**src/rtl/my_pkg.sv**
```systemverilog
// Shared defaults and types for the single-clock FIFO with a multi-cycle read.
// No logic. No latency.
// No flow control.
package my_pkg;

    localparam int DATA_WIDTH       = 8;
    localparam int FIFO_DEPTH       = 16;
    localparam int FIFO_READ_CYCLES = 4;

    // The read engine is either idle or waiting out the read latency.
    typedef enum logic [0:0] {
        RD_IDLE = 1'b0,
        RD_WAIT = 1'b1
    } rd_state_t;

endpackage

```
**src/rtl/fifo_mem.sv**
```systemverilog
// DEPTH x DATA_WIDTH storage with one write port and one registered read port.
// Write lands at the clock edge; read data appears the cycle after rd_en.
// No backpressure; the caller guarantees legal addresses.
module fifo_mem #(
    parameter int DATA_WIDTH = 8,
    parameter int DEPTH      = 16
) (
    input  logic                     clk,
    input  logic                     rst_n,
    input  logic                     wr_en,
    input  logic [$clog2(DEPTH)-1:0] wr_addr,
    input  logic [DATA_WIDTH-1:0]    wr_dat,
    input  logic                     rd_en,
    input  logic [$clog2(DEPTH)-1:0] rd_addr,
    output logic [DATA_WIDTH-1:0]    rd_dat
);

    logic [DATA_WIDTH-1:0] mem [DEPTH];

    // Storage array: written on accepted pushes, deliberately never reset.
    always_ff @(posedge clk) begin
        if (wr_en) begin
            mem[wr_addr] <= wr_dat;
        end
    end

    // Holding register: snapshots the popped entry so later writes cannot alter it.
    always_ff @(posedge clk or negedge rst_n) begin
        if (!rst_n) begin
            rd_dat <= '0;
        end else if (rd_en) begin
            rd_dat <= mem[rd_addr];
        end
    end

endmodule

```
**src/rtl/fifo_1c_w_nc_r.sv**
```systemverilog
// Single-clock FIFO whose reads complete READ_CYCLES clocks after a pop is accepted.
// read_en pulses READ_CYCLES cycles after the accepting edge; busy covers that window.
// Pushes dropped while full (overflow), pops ignored while busy or empty (underflow).
module fifo_1c_w_nc_r #(
    parameter int DATA_WIDTH  = my_pkg::DATA_WIDTH,
    parameter int DEPTH       = my_pkg::FIFO_DEPTH,
    parameter int READ_CYCLES = my_pkg::FIFO_READ_CYCLES,
    parameter int AF_THRESH   = DEPTH - 2
) (
    input  logic                     clk,
    input  logic                     rst_n,
    input  logic                     push,
    input  logic [DATA_WIDTH-1:0]    data_in,
    input  logic                     pop,
    output logic [DATA_WIDTH-1:0]    data_out,
    output logic                     read_en,
    output logic                     busy,
    output logic                     full,
    output logic                     empty,
    output logic                     almost_full,
    output logic [$clog2(DEPTH):0]   count,
    output logic                     overflow,
    output logic                     underflow
);
    import my_pkg::*;

    localparam int AW = $clog2(DEPTH);
    localparam int CW = $clog2(DEPTH) + 1;
    localparam logic [CW-1:0] DEPTH_C = CW'(DEPTH);
    localparam logic [CW-1:0] AF_C    = CW'(AF_THRESH);
    // WAIT spends READ_CYCLES-1 edges; the counter reaches zero on the last one.
    localparam logic [3:0] WAIT_LOAD = (READ_CYCLES > 1) ? 4'(READ_CYCLES - 2) : 4'd0;

    logic [AW-1:0]         wr_ptr_q, rd_ptr_q;
    logic [CW-1:0]         count_q, count_nxt;
    logic                  full_q, empty_q, af_q;
    logic                  push_acc, pop_acc;
    rd_state_t             state_q, state_nxt;
    logic [3:0]            cnt_q, cnt_nxt;
    logic                  fire;
    logic                  read_en_q;
    logic [DATA_WIDTH-1:0] hold_dat;
    logic [DATA_WIDTH-1:0] data_out_q;
    logic                  ovf_q, unf_q;

    assign busy     = (state_q == RD_WAIT) || read_en_q;
    assign push_acc = push && !full_q;
    assign pop_acc  = pop && !empty_q && !busy;

    fifo_mem #(
        .DATA_WIDTH (DATA_WIDTH),
        .DEPTH      (DEPTH)
    ) u_mem (
        .clk     (clk),
        .rst_n   (rst_n),
        .wr_en   (push_acc),
        .wr_addr (wr_ptr_q),
        .wr_dat  (data_in),
        .rd_en   (pop_acc),
        .rd_addr (rd_ptr_q),
        .rd_dat  (hold_dat)
    );

    // Occupancy after this edge; simultaneous push and pop cancel out.
    always_comb begin
        count_nxt = count_q;
        if (push_acc && !pop_acc) begin
            count_nxt = count_q + 1'b1;
        end else if (!push_acc && pop_acc) begin
            count_nxt = count_q - 1'b1;
        end
    end

    // Pointers, count and level flags all move together on the same edge.
    always_ff @(posedge clk or negedge rst_n) begin
        if (!rst_n) begin
            wr_ptr_q <= '0;
            rd_ptr_q <= '0;
            count_q  <= '0;
            full_q   <= 1'b0;
            empty_q  <= 1'b1;
            af_q     <= (AF_THRESH == 0);
        end else begin
            if (push_acc) wr_ptr_q <= wr_ptr_q + 1'b1;
            if (pop_acc)  rd_ptr_q <= rd_ptr_q + 1'b1;
            count_q <= count_nxt;
            full_q  <= (count_nxt == DEPTH_C);
            empty_q <= (count_nxt == '0);
            af_q    <= (count_nxt >= AF_C);
        end
    end

    // Read engine next state: a single-cycle read never leaves IDLE.
    always_comb begin
        state_nxt = state_q;
        cnt_nxt   = cnt_q;
        fire      = 1'b0;
        case (state_q)
            RD_IDLE: begin
                if (pop_acc) begin
                    if (READ_CYCLES == 1) begin
                        fire = 1'b1;
                    end else begin
                        state_nxt = RD_WAIT;
                        cnt_nxt   = WAIT_LOAD;
                    end
                end
            end
            RD_WAIT: begin
                if (cnt_q == '0) begin
                    fire      = 1'b1;
                    state_nxt = RD_IDLE;
                end else begin
                    cnt_nxt = cnt_q - 1'b1;
                end
            end
            default: state_nxt = RD_IDLE;
        endcase
    end

    // Read engine registers; the output word is loaded on the completing edge.
    always_ff @(posedge clk or negedge rst_n) begin
        if (!rst_n) begin
            state_q    <= RD_IDLE;
            cnt_q      <= '0;
            read_en_q  <= 1'b0;
            data_out_q <= '0;
        end else begin
            state_q   <= state_nxt;
            cnt_q     <= cnt_nxt;
            read_en_q <= fire;
            if (fire) data_out_q <= hold_dat;
        end
    end

    // Sticky error flags, cleared only by reset.
    always_ff @(posedge clk or negedge rst_n) begin
        if (!rst_n) begin
            ovf_q <= 1'b0;
            unf_q <= 1'b0;
        end else begin
            if (push && full_q)             ovf_q <= 1'b1;
            if (pop && empty_q && !busy)    unf_q <= 1'b1;
        end
    end

    // With one-cycle reads the holding register is captured on the accepting
    // edge itself, so it already is the output word.
    assign data_out    = (READ_CYCLES == 1) ? hold_dat : data_out_q;
    assign read_en     = read_en_q;
    assign full        = full_q;
    assign empty       = empty_q;
    assign almost_full = af_q;
    assign count       = count_q;
    assign overflow    = ovf_q;
    assign underflow   = unf_q;

endmodule

```
**config.mk**
```make
export PLATFORM = sky130hd
export DESIGN_NAME = fifo_1c_w_nc_r
export DESIGN_NICKNAME = d
export VERILOG_FILES = /design/src/rtl/my_pkg.sv /design/src/rtl/fifo_mem.sv /design/src/rtl/fifo_1c_w_nc_r.sv
export SDC_FILE = /design/constraint.sdc
export NUM_CORES = 1
export LEC_CHECK = 0
export CORE_ASPECT_RATIO = 1.25
export CORE_MARGIN = 5
export CORE_UTILIZATION = 58
export CTS_BUF_LIST = sky130_fd_sc_hd__clkbuf_4 sky130_fd_sc_hd__clkbuf_8
export CTS_CLUSTER_DIAMETER = 30
export DETAILED_ROUTE_END_ITERATION = 7
export HOLD_SLACK_MARGIN = 0.15
export PLACE_DENSITY = 0.85
export SYNTH_ARGS = -nofsm -noshare
export SYNTH_HDL_FRONTEND = slang
export SYNTH_SLANG_ARGS = --single-unit
```
**constraint.sdc**
```tcl
create_clock -name clk -period 4.4 [get_ports clk]
set_clock_uncertainty 0.15 [all_clocks]
set_input_delay 1.32 -clock clk [delete_from_list [all_inputs] [get_ports clk]]
set_output_delay 1.32 -clock clk [all_outputs]
set_load 0.01 [all_outputs]
```
==> results.md, run 1 <==
- Hold Buf Count CTS: 0
- CTS resizes: 0
- Crit path kind: register to output pin
- Internal power: around 3200 uW
- Max Cap Viol: 0
- Critical R2R Launch: rd_ptr_q[1]
- Worst slack, placed: 791 ps
- Register bit total from synthesis: 168
- Global route total overflow: 0
- Clock Path Buffers: 2
- Switching share of power: 0.331
- Worst skew pair latency: 440 ps
- Power share of the combinational group: 0.303
- Worst reg-to-reg setup slack: 1470 ps
- Primary FF master, synth: edfxtp_1
- Mapped cell area: between 6000 and 7000 um^2
- Chip width: 106 um
- Starting Density: 0.585
- Total CTS buffers: 17
- Post-layout instance area: 7510 um^2
- WHS Endpoint: overflow
- Worst-path clk slew: 90 ps
- Initial antenna violation count: 0
- Setup bufs post-CTS: 0
- DR pass1 iterations: 5
- Slew HR: 0.297
- Worst EP arrival: 1680 ps
- Post-synth ARST share: 0.238
- Final hold viol count: 0
- Hold Path Stages: 1
- ANT cells: 0
- Num Clock Sinks: 168
- Largest net degree at the start of global routing: 49
- Final Setup Violations: 0
- Net Switching: 1570 uW
- FF-to-FF path depth: 6
- Fmax: about 0.32 GHz
- Syn nets: 407
- Post-synth cell types: 41
- Commonest cells after routing, fill and taps aside: edfxtp_1, dfrtp_1, clkdlybuf4s50_1
- Drt drc: 0
- Number of global-route vias before repair: 3549
- CTS H-Tree Depth: 4
- Syn-to-layout area delta: 11.6%
- Leakage: about 0.0026 uW
- Antenna viol nets, final: 0
- Iteration-0 DRC count of the detailed router: 317
- Syn. warnings: 0
- RSZ-0062 raised after global routing: no
- CTS tree: done
- Wire per inst: 20.5 um
- Post-DP Area: 7160 um^2
- Reg power frac: 0.494
- DIE HEIGHT: 130 um
- First-pass GRT wire length: between 15 and 20 mm
- Hold_sp: overflow
- Fin nets: 443
- Clock power share: 0.202
- Slew @ Worst Pin: 1050 ps
- Clock Root Buffer: clkbuf_8
- Outcome: complete, no violations
- PwrDens: 632 nW/um^2
- # fillers: 750
- CP Launch Type: register
- DP HPWL: 8.06 mm
- Port bufs: 31
- Routability Congestion: 0.843
- Worst vdd ir: 229 uV
- Worst Hold Class: register to register
- Fraction of layout cells with a size suffix above 1: 0.188
- Minimum clock period: 3150 ps
- # IOs: 32
- Synthesized area per cell: 17.4 um^2
- Global router's overall resource usage: 0.185
- Setup TNS: 0 ps
- Final WL: 11.8 mm
- Vias: about 3400
- Sequential area share after synthesis: 0.720
- Total Power: 4750 uW
- Number of vias per cell: 6.00
- Leading cell type in the layout, fill and taps excluded: edfxtp_1
- Final worst setup slack: 1250 ps
- Synth Instances: 387
- Worst hold slack: 310 ps
- Final Max Tran Viols: 0
- Cell Rows: 44
- Setup crit end kind: output pin
- Die area: 13900 um^2
- RR Endpoint: u_mem.rd_dat[5]
- Total core area: 11500 um^2
- WP data required: 2930 ps
- Fin crit share: 0.716
- Peak fanout along the critical path: 5
- Post-synth EDFFs: 128
-- state kept, by name, indices dropped and copies added, names as in the netlist --
name,cells
u_mem.rd_dat,8
almost_full,1
count,5
full,1
data_out,8
wr_ptr_q,4
u_mem.mem,128
empty,1
rd_ptr_q,4
read_en,1
underflow,1
cnt_q,4
overflow,1
state_q,1
-- logic make-up (layout without fill, tap and decap cells) --
group                      Yosys count  after routing  share of synthesized area
adders and majority gates            8              8                     0.0149
buffers and inverters               25             74                     0.0158
and+or+nand+nor                     80             80                     0.0667
AOI/OAI and AO/OA                   41             41                     0.0407
muxes                               53             53                      0.126
xor gates and xnor gates            12             12                     0.0156
DFF                                168            168                      0.720
-- final cells by class --
| class | count | area [um^2] | area share |
|---|---|---|---|
| clock buffer | 17 | 234 | 0.0311 |
| clock inverter | 15 | 121 | 0.0162 |
| inverter | 8 | 30.0 | 0.00400 |
| multi-input combinational | 194 | 1780 | 0.237 |
| sequential | 168 | 4850 | 0.645 |
| tap | 138 | 173 | 0.0230 |
| timing repair buffer | 34 | 328 | 0.0436 |
-- synth_stat cells, types with 2 or more instances --
cell type  instances  area, um^2
mux2i_1           13         130
nor3_1             2        10.0
mux4_2            24         541
nor4_1             3        18.8
edfxtp_1         128        3840
a221oi_1           2        17.5
dfrtp_1           39         976
o21ai_0            2        10.0
a211oi_1           6        45.0
xnor2_1            8        70.1
mux2_2            16         180
buf_2              7        35.0
clkbuf_1           9        33.8
a21oi_1           17        85.1
or2_2              2        12.5
inv_1              8        30.0
nor3b_1            3        22.5
nor2b_1           10        62.6
nand2_1            6        22.5
and2_1            16         100
xor2_1             4        35.0
nand2b_1           4        25.0
nor2_1            25        93.8
ha_1               8         100
and2_0             2        12.5
a2111oi_0          6        52.6
a32oi_1            2        17.5
nand3_1            2        10.0
-- worst max-delay path by stage --
stage	cells after the start	slack (ps)	endpoint	start
after floorplan	7	1630	empty	pop
after global placement	4	940	u_mem.mem[12][0]	push
after detailed placement	4	790	u_mem.mem[10][0]	push
after CTS	2	1220	busy	state_q
after global routing	5	1120	u_mem.mem[6][1]	push
final	2	1250	busy	state_q
-- per-stage QoR --
step,instances,util
detailed placement,542,0.622
finish,574,0.653
CTS,574,0.653
floorplan,387,-
global route,574,0.653
global placement,542,0.622
-- layer usage --
| layer | vias to the layer above | part of all wire | wire, um | track usage |
|---|---|---|---|---|
| met4 | 0 | 0.030 | 355 | 0.0838 |
| met2 | 154 | 0.51 | 5970 | 0.300 |
| met5 | - | 0 | 0 | 0 |
| met3 | 26 | 0.058 | 686 | 0.0418 |
| li1 | 1565 | - | - | - |
| met1 | 1699 | 0.40 | 4770 | 0.242 |
-- critical path: stages, from the launching register on --
cell             delay [ps]
dfrtp_1                 450
or2_2                   310
clkdlybuf4s50_1         480
-- power by group through the flow --
stage	Combinational [uW]	Clock, uW	Sequential, uW
floorplan	1070	0	2220
global placement	1400	0	2360
detailed placement	1440	0	2390
CTS	1450	980	2350
global route	1570	1060	2390
finish	1440	961	2350
No activity file was read; power rests on OpenSTA's default activity.
==> inputs of run 2 (changes only) <==
==> constraint.sdc (replaced) <==
create_clock -name clk -period 3.15 [get_ports clk]
set_clock_uncertainty 0.15 [all_clocks]
set_input_delay 0.945 -clock clk [delete_from_list [all_inputs] [get_ports clk]]
set_output_delay 0.945 -clock clk [all_outputs]
set_load 0.01 [all_outputs]
==> results.md, run 2 (synthesis results as in run 1) <==
- DR pass1 iterations: 5
- CTS tree: done
- Worst vdd ir: 395 uV
- Total core area: 11500 um^2
- Net Switching: between 2000 and 2500 uW
- Power share of the combinational group: 0.315
- Routability Congestion: 0.775
- Slew HR: 0.361
- Worst path slowest cell: clkdlybuf4s50_1
- Fmax: 0.359 GHz
- Number of cells on the critical path: 2
- Initial antenna violation count: 0
- Final hold viol count: 0
- CTS H-Tree Depth: 4
- # fillers: 731
- Number of vias per cell: 6.15
- Clock Path Buffers: 2
- Top delay family on crit path: buffers and inverters
- Hold Path Stages: 1
- FF-to-FF path depth: 5
- Worst Hold Class: register to register
- ANT cells: 0
- Drt drc: 0
- DIE HEIGHT: roughly 130 um
- Slowest cell delay on critical path: approximately 480 ps
- Most flop-heavy register: u_mem.mem
- Outcome: complete, no violations
- PwrDens: 903 nW/um^2
- Final WL: 12.6 mm
- Reg power frac: 0.466
- Global router's overall resource usage: 0.193
- Largest net degree at the start of global routing: 41
- Max Cap Viol: 0
- Antenna viol nets, final: 0
- CTS resizes: 0
- Total CTS buffers: 17
- WP data required: 2050 ps
- CP Launch Type: register
- Leakage: 0.00264 uW
- Chip width: 106 um
- Total Power: 6890 uW
- Port bufs: 31
- CP cell instances: or2_2 -> clkdlybuf4s50_1
- Clock Root Buffer: clkbuf_8
- Minimum clock period: 2780 ps
- Syn-to-layout area delta: 13.3%
- Die area: about 14000 um^2
- Cell Rows: 44
- Internal power: 4690 uW
- Switching share of power: 0.320
- CP Launch Point: state_q
- # IOs: 32
- Vias: between 3000 and 4000
- Critical R2R Launch: rd_ptr_q[2]
- Fraction of layout cells with a size suffix above 1: 0.193
- Wire per inst: 21.7 um
- First-pass GRT wire length: between 15 and 20 mm
- Setup TNS: 0 ps
- Setup bufs post-CTS: 0
- DP HPWL: 8.39 mm
- Fin crit share: 0.884
- Commonest cells after routing, fill and taps aside: edfxtp_1, dfrtp_1, clkdlybuf4s50_1
- Number of global-route vias before repair: 3555
- Leading cell type in the layout, fill and taps excluded: edfxtp_1
- Fin nets: 448
- Final Max Tran Viols: 0
- Num Clock Sinks: 168
- Iteration-0 DRC count of the detailed router: 232
- Setup crit end kind: output pin
- Clock power share: 0.219
- CP endpoint: busy
- RR Endpoint: u_mem.rd_dat[1]
- Peak fanout along the critical path: 5
- Worst EP arrival: 1690 ps
- Final Setup Violations: 0
- Crit path kind: register to output pin
- Global route total overflow: 0
- Starting Density: 0.585
- Worst reg-to-reg setup slack: 400 ps
- Hold Buf Count CTS: 0
- Worst-path clk slew: 80 ps
- RSZ-0062 raised after global routing: no
- Worst skew pair latency: 450 ps
- Slew @ Worst Pin: 934 ps
- Buf/Inv on CP: 1
- Largest register FFs: 128
[run 2: power by group through the flow]
stage                     clock [uW]  sequential, uW  combinational, uW
after floorplan                    0            3100               1500
after global placement             0            3220               2080
after detailed placement           0            3260               2170
after CTS                       1530            3210               2190
after global routing            1620            3270               2340
final                           1510            3210               2170
[run 2: layout make-up]
class,count,area (um^2),area share
timing repair buffer,39,403,0.0528
inverter,8,30.0,0.00394
sequential,168,4850,0.636
clock inverter,15,160,0.0210
multi-input combinational,194,1780,0.233
tap,138,173,0.0226
clock buffer,17,234,0.0307
[run 2: stage by stage]
| stage | area, um^2 | worst slack [ps] | hold slack (ps) | instances | util |
|---|---|---|---|---|---|
| finish | 7630 | 365 | 320 | 579 | 0.663 |
| global route | 7630 | 308 | 350 | 579 | 0.663 |
| CTS | 7630 | 335 | 327 | 579 | 0.663 |
| detailed placement | 7230 | 109 | 309 | 547 | 0.629 |
| global placement | 7230 | 208 | 289 | 547 | 0.629 |
| floorplan | 6730 | 751 | 323 | 387 | - |
[run 2: how the worst min path moves through the flow]
stage	startpoint	endpoint	slack [ps]
after floorplan	cnt_q[0]	cnt_q[0]	320
after CTS	overflow	overflow	330
after detailed placement	overflow	overflow	310
after global routing	underflow	underflow	350
after global placement	overflow	overflow	290
final	overflow	overflow	320
[run 2: layer usage]
metal	vias to the layer above	routed length, um	track usage	share of wire
met4	0	320	0.0762	0.025
met3	32	798	0.0418	0.064
li1	1573	-	-	-
met2	178	6620	0.329	0.53
met1	1775	4820	0.246	0.38
met5	-	0	0	0
==> inputs of run 3 (changes only) <==
--- a/config.mk
+++ b/config.mk
@@ -11,6 +11,7 @@
 export CTS_BUF_LIST = sky130_fd_sc_hd__clkbuf_4 sky130_fd_sc_hd__clkbuf_8
 export CTS_CLUSTER_DIAMETER = 30
 export DETAILED_ROUTE_END_ITERATION = 7
+export GPL_ROUTABILITY_DRIVEN = 0
 export HOLD_SLACK_MARGIN = 0.15
 export PLACE_DENSITY = 0.85
 export SYNTH_ARGS = -nofsm -noshare
==> results of run 3 <==
The final DEF is identical to that of run 2; final timing and power are the same.
==> variant, RTL diff (flow settings as in run 3) <==
Change the package constant `FIFO_DEPTH` from 16 to 8.
--- a/src/rtl/my_pkg.sv
+++ b/src/rtl/my_pkg.sv
@@ -4,7 +4,7 @@
 package my_pkg;
 
     localparam int DATA_WIDTH       = 8;
-    localparam int FIFO_DEPTH       = 16;
+    localparam int FIFO_DEPTH       = 8;
     localparam int FIFO_READ_CYCLES = 4;
 
     // The read engine is either idle or waiting out the read latency.
Ports: changed (resized count); port bits go from 32 to 31. The function was not compared with the original's and may differ.
==> variant against run 3 <==
  * Utilization up 2.3 points
  * Wire length fell by 44%
  * Worst setup slack worse by 0.11 ns
  * Global-route usage is 2.1 points lower
  * Sequential cell count is 67 lower
  * Maximum frequency decreased by 3.7%
  * Sequential power down 36%
  * Total power is 37% lower
  * Synthesized area down 40%
  * Cell area fell by 38%
  * Critical path type is now primary input to flop
  * Largest cell class unchanged
==> variant: results (changes against run 3) <==
.. list-table::
   :header-rows: 1

   * - Metric
     - Value
   * - Number of standard cells after synthesis
     - 246 (-36%)
   * - First-pass iteration count of the detailed router
     - 4 (-1)
   * - All-layer global routing usage
     - 0.172 (-0.0207)
   * - Fraction of registers with async set or reset after synthesis
     - 0.366 (+0.128)
   * - Sequential element share of the synthesized area
     - 0.701 (-0.0184)
   * - Nets@finish
     - 306 (-32%)
   * - Status
     - completed
   * - Max FFs per register
     - 64 (-50%)
   * - Total wire length
     - 7030 um (-44%)
   * - Wire length of the first global-routing pass
     - 11,300 um (-43%)
   * - Net Count, Synth
     - 263 (-35%)
   * - Leakage
     - 1.76 nW (-33%)
   * - Average vias per placed instance
     - 5.65 (-8.1%)
   * - Number of CTS-inserted buffers
     - 9 (-8)
   * - # placed instances
     - 368 (-33%)
   * - Total placed instance area
     - 4520 um^2 (-38%)
   * - Number of levels in the clock H-tree
     - 3 (-1)
   * - Critical path's slowest cell
     - sky130_fd_sc_hd__or4b_1
   * - HPWL Detailed
     - 4610 um (-45%)
   * - Synth area leaders
     - sky130_fd_sc_hd__edfxtp_1, sky130_fd_sc_hd__dfrtp_1, sky130_fd_sc_hd__mux4_2
   * - Clock-pin slew on the worst setup and hold paths
     - 0.10 ns (+0.02 ns)
   * - Arrival time at the worst endpoint
     - 2.98 ns (+1.29 ns)
   * - Maximum number of pins on one net before global-route repair
     - 38 (-7.3%)
   * - Post-synth top cells
     - sky130_fd_sc_hd__edfxtp_1, sky130_fd_sc_hd__dfrtp_1, sky130_fd_sc_hd__nand2_1
   * - Clock latency on the worst-skew pair
     - 0.36 ns (-0.09 ns)
   * - Total of buffers placed on input and output ports
     - 30 (-3.2%)
   * - Iteration-0 DRC count of the detailed router
     - 146 (-37%)
   * - Post-layout instance count excluding filler cells
     - 384 (-34%)
   * - Number of enable flip-flop cells after synthesis
     - 64 (-50%)
-- variant: worst paths after layout --
path,from,end,slack [ns],cells past startpoint
min reg2reg,overflow,overflow,0.32,1
min,overflow,overflow,0.32,1
min in group asynchronous,rst_n,overflow,0.50,1
max reg2reg,state_q,full,0.73,4
max in group asynchronous,rst_n,data_out[1],1.85,1
max,pop,full,0.26,5
-- variant: cell type report --
class,instances,area [um^2]
Inverter,5,18.8
Timing Repair Buffer,44,400
Clock inverter,7,82.6
Clock buffer,9,124
Tap cell,90,113
Multi-Input combinational cell,128,1140
Sequential cell,101,2850
Fill cell,450,2170
-- variant: where the power goes --
part | switching (mW) | internal [mW] | total, mW
Combinational | 0.674 | 0.799 | 1.47
Clock | 0.453 | 0.381 | 0.834
Sequential | 0.292 | 1.77 | 2.06
Total | 1.42 | 2.95 | 4.37
-- variant: kinds of logic after synthesis --
logic type                 after synthesis  share of synthesized area
adders and majority gates                5                     0.0154
DFF                                    101                      0.701
AOI/OAI and AO/OA                       23                     0.0373
buffers and inverters                   17                     0.0182
muxes                                   32                      0.131
and+or+nand+nor                         60                     0.0798
xor gates and xnor gates                 8                     0.0173
-- variant: per-layer routing --
metal,vias up,GRT usage,wire length (um)
li1,1009,-,-
met1,1067,0.204,2750
met2,82,0.292,3700
met3,10,0.0397,416
met4,0,0.0882,164
met5,-,0,0
-- variant: worst max-delay path, delay by kind of cell --
kind | cells | cell delay (ns)
AOI/OAI and AO/OA | 1 | 0.38
buffers and inverters | 1 | 0.49
and+or+nand+nor | 3 | 1.16
-- variant: through the flow --
| stage | utilization | setup slack (ns) |
|---|---|---|
| after floorplan | - | 0.528 |
| after global placement | 0.656 | 0.0453 |
| after global routing | 0.686 | 0.230 |
| final | 0.686 | 0.259 |
| after detailed placement | 0.656 | -0.0488 |
| after CTS | 0.686 | 0.285 |
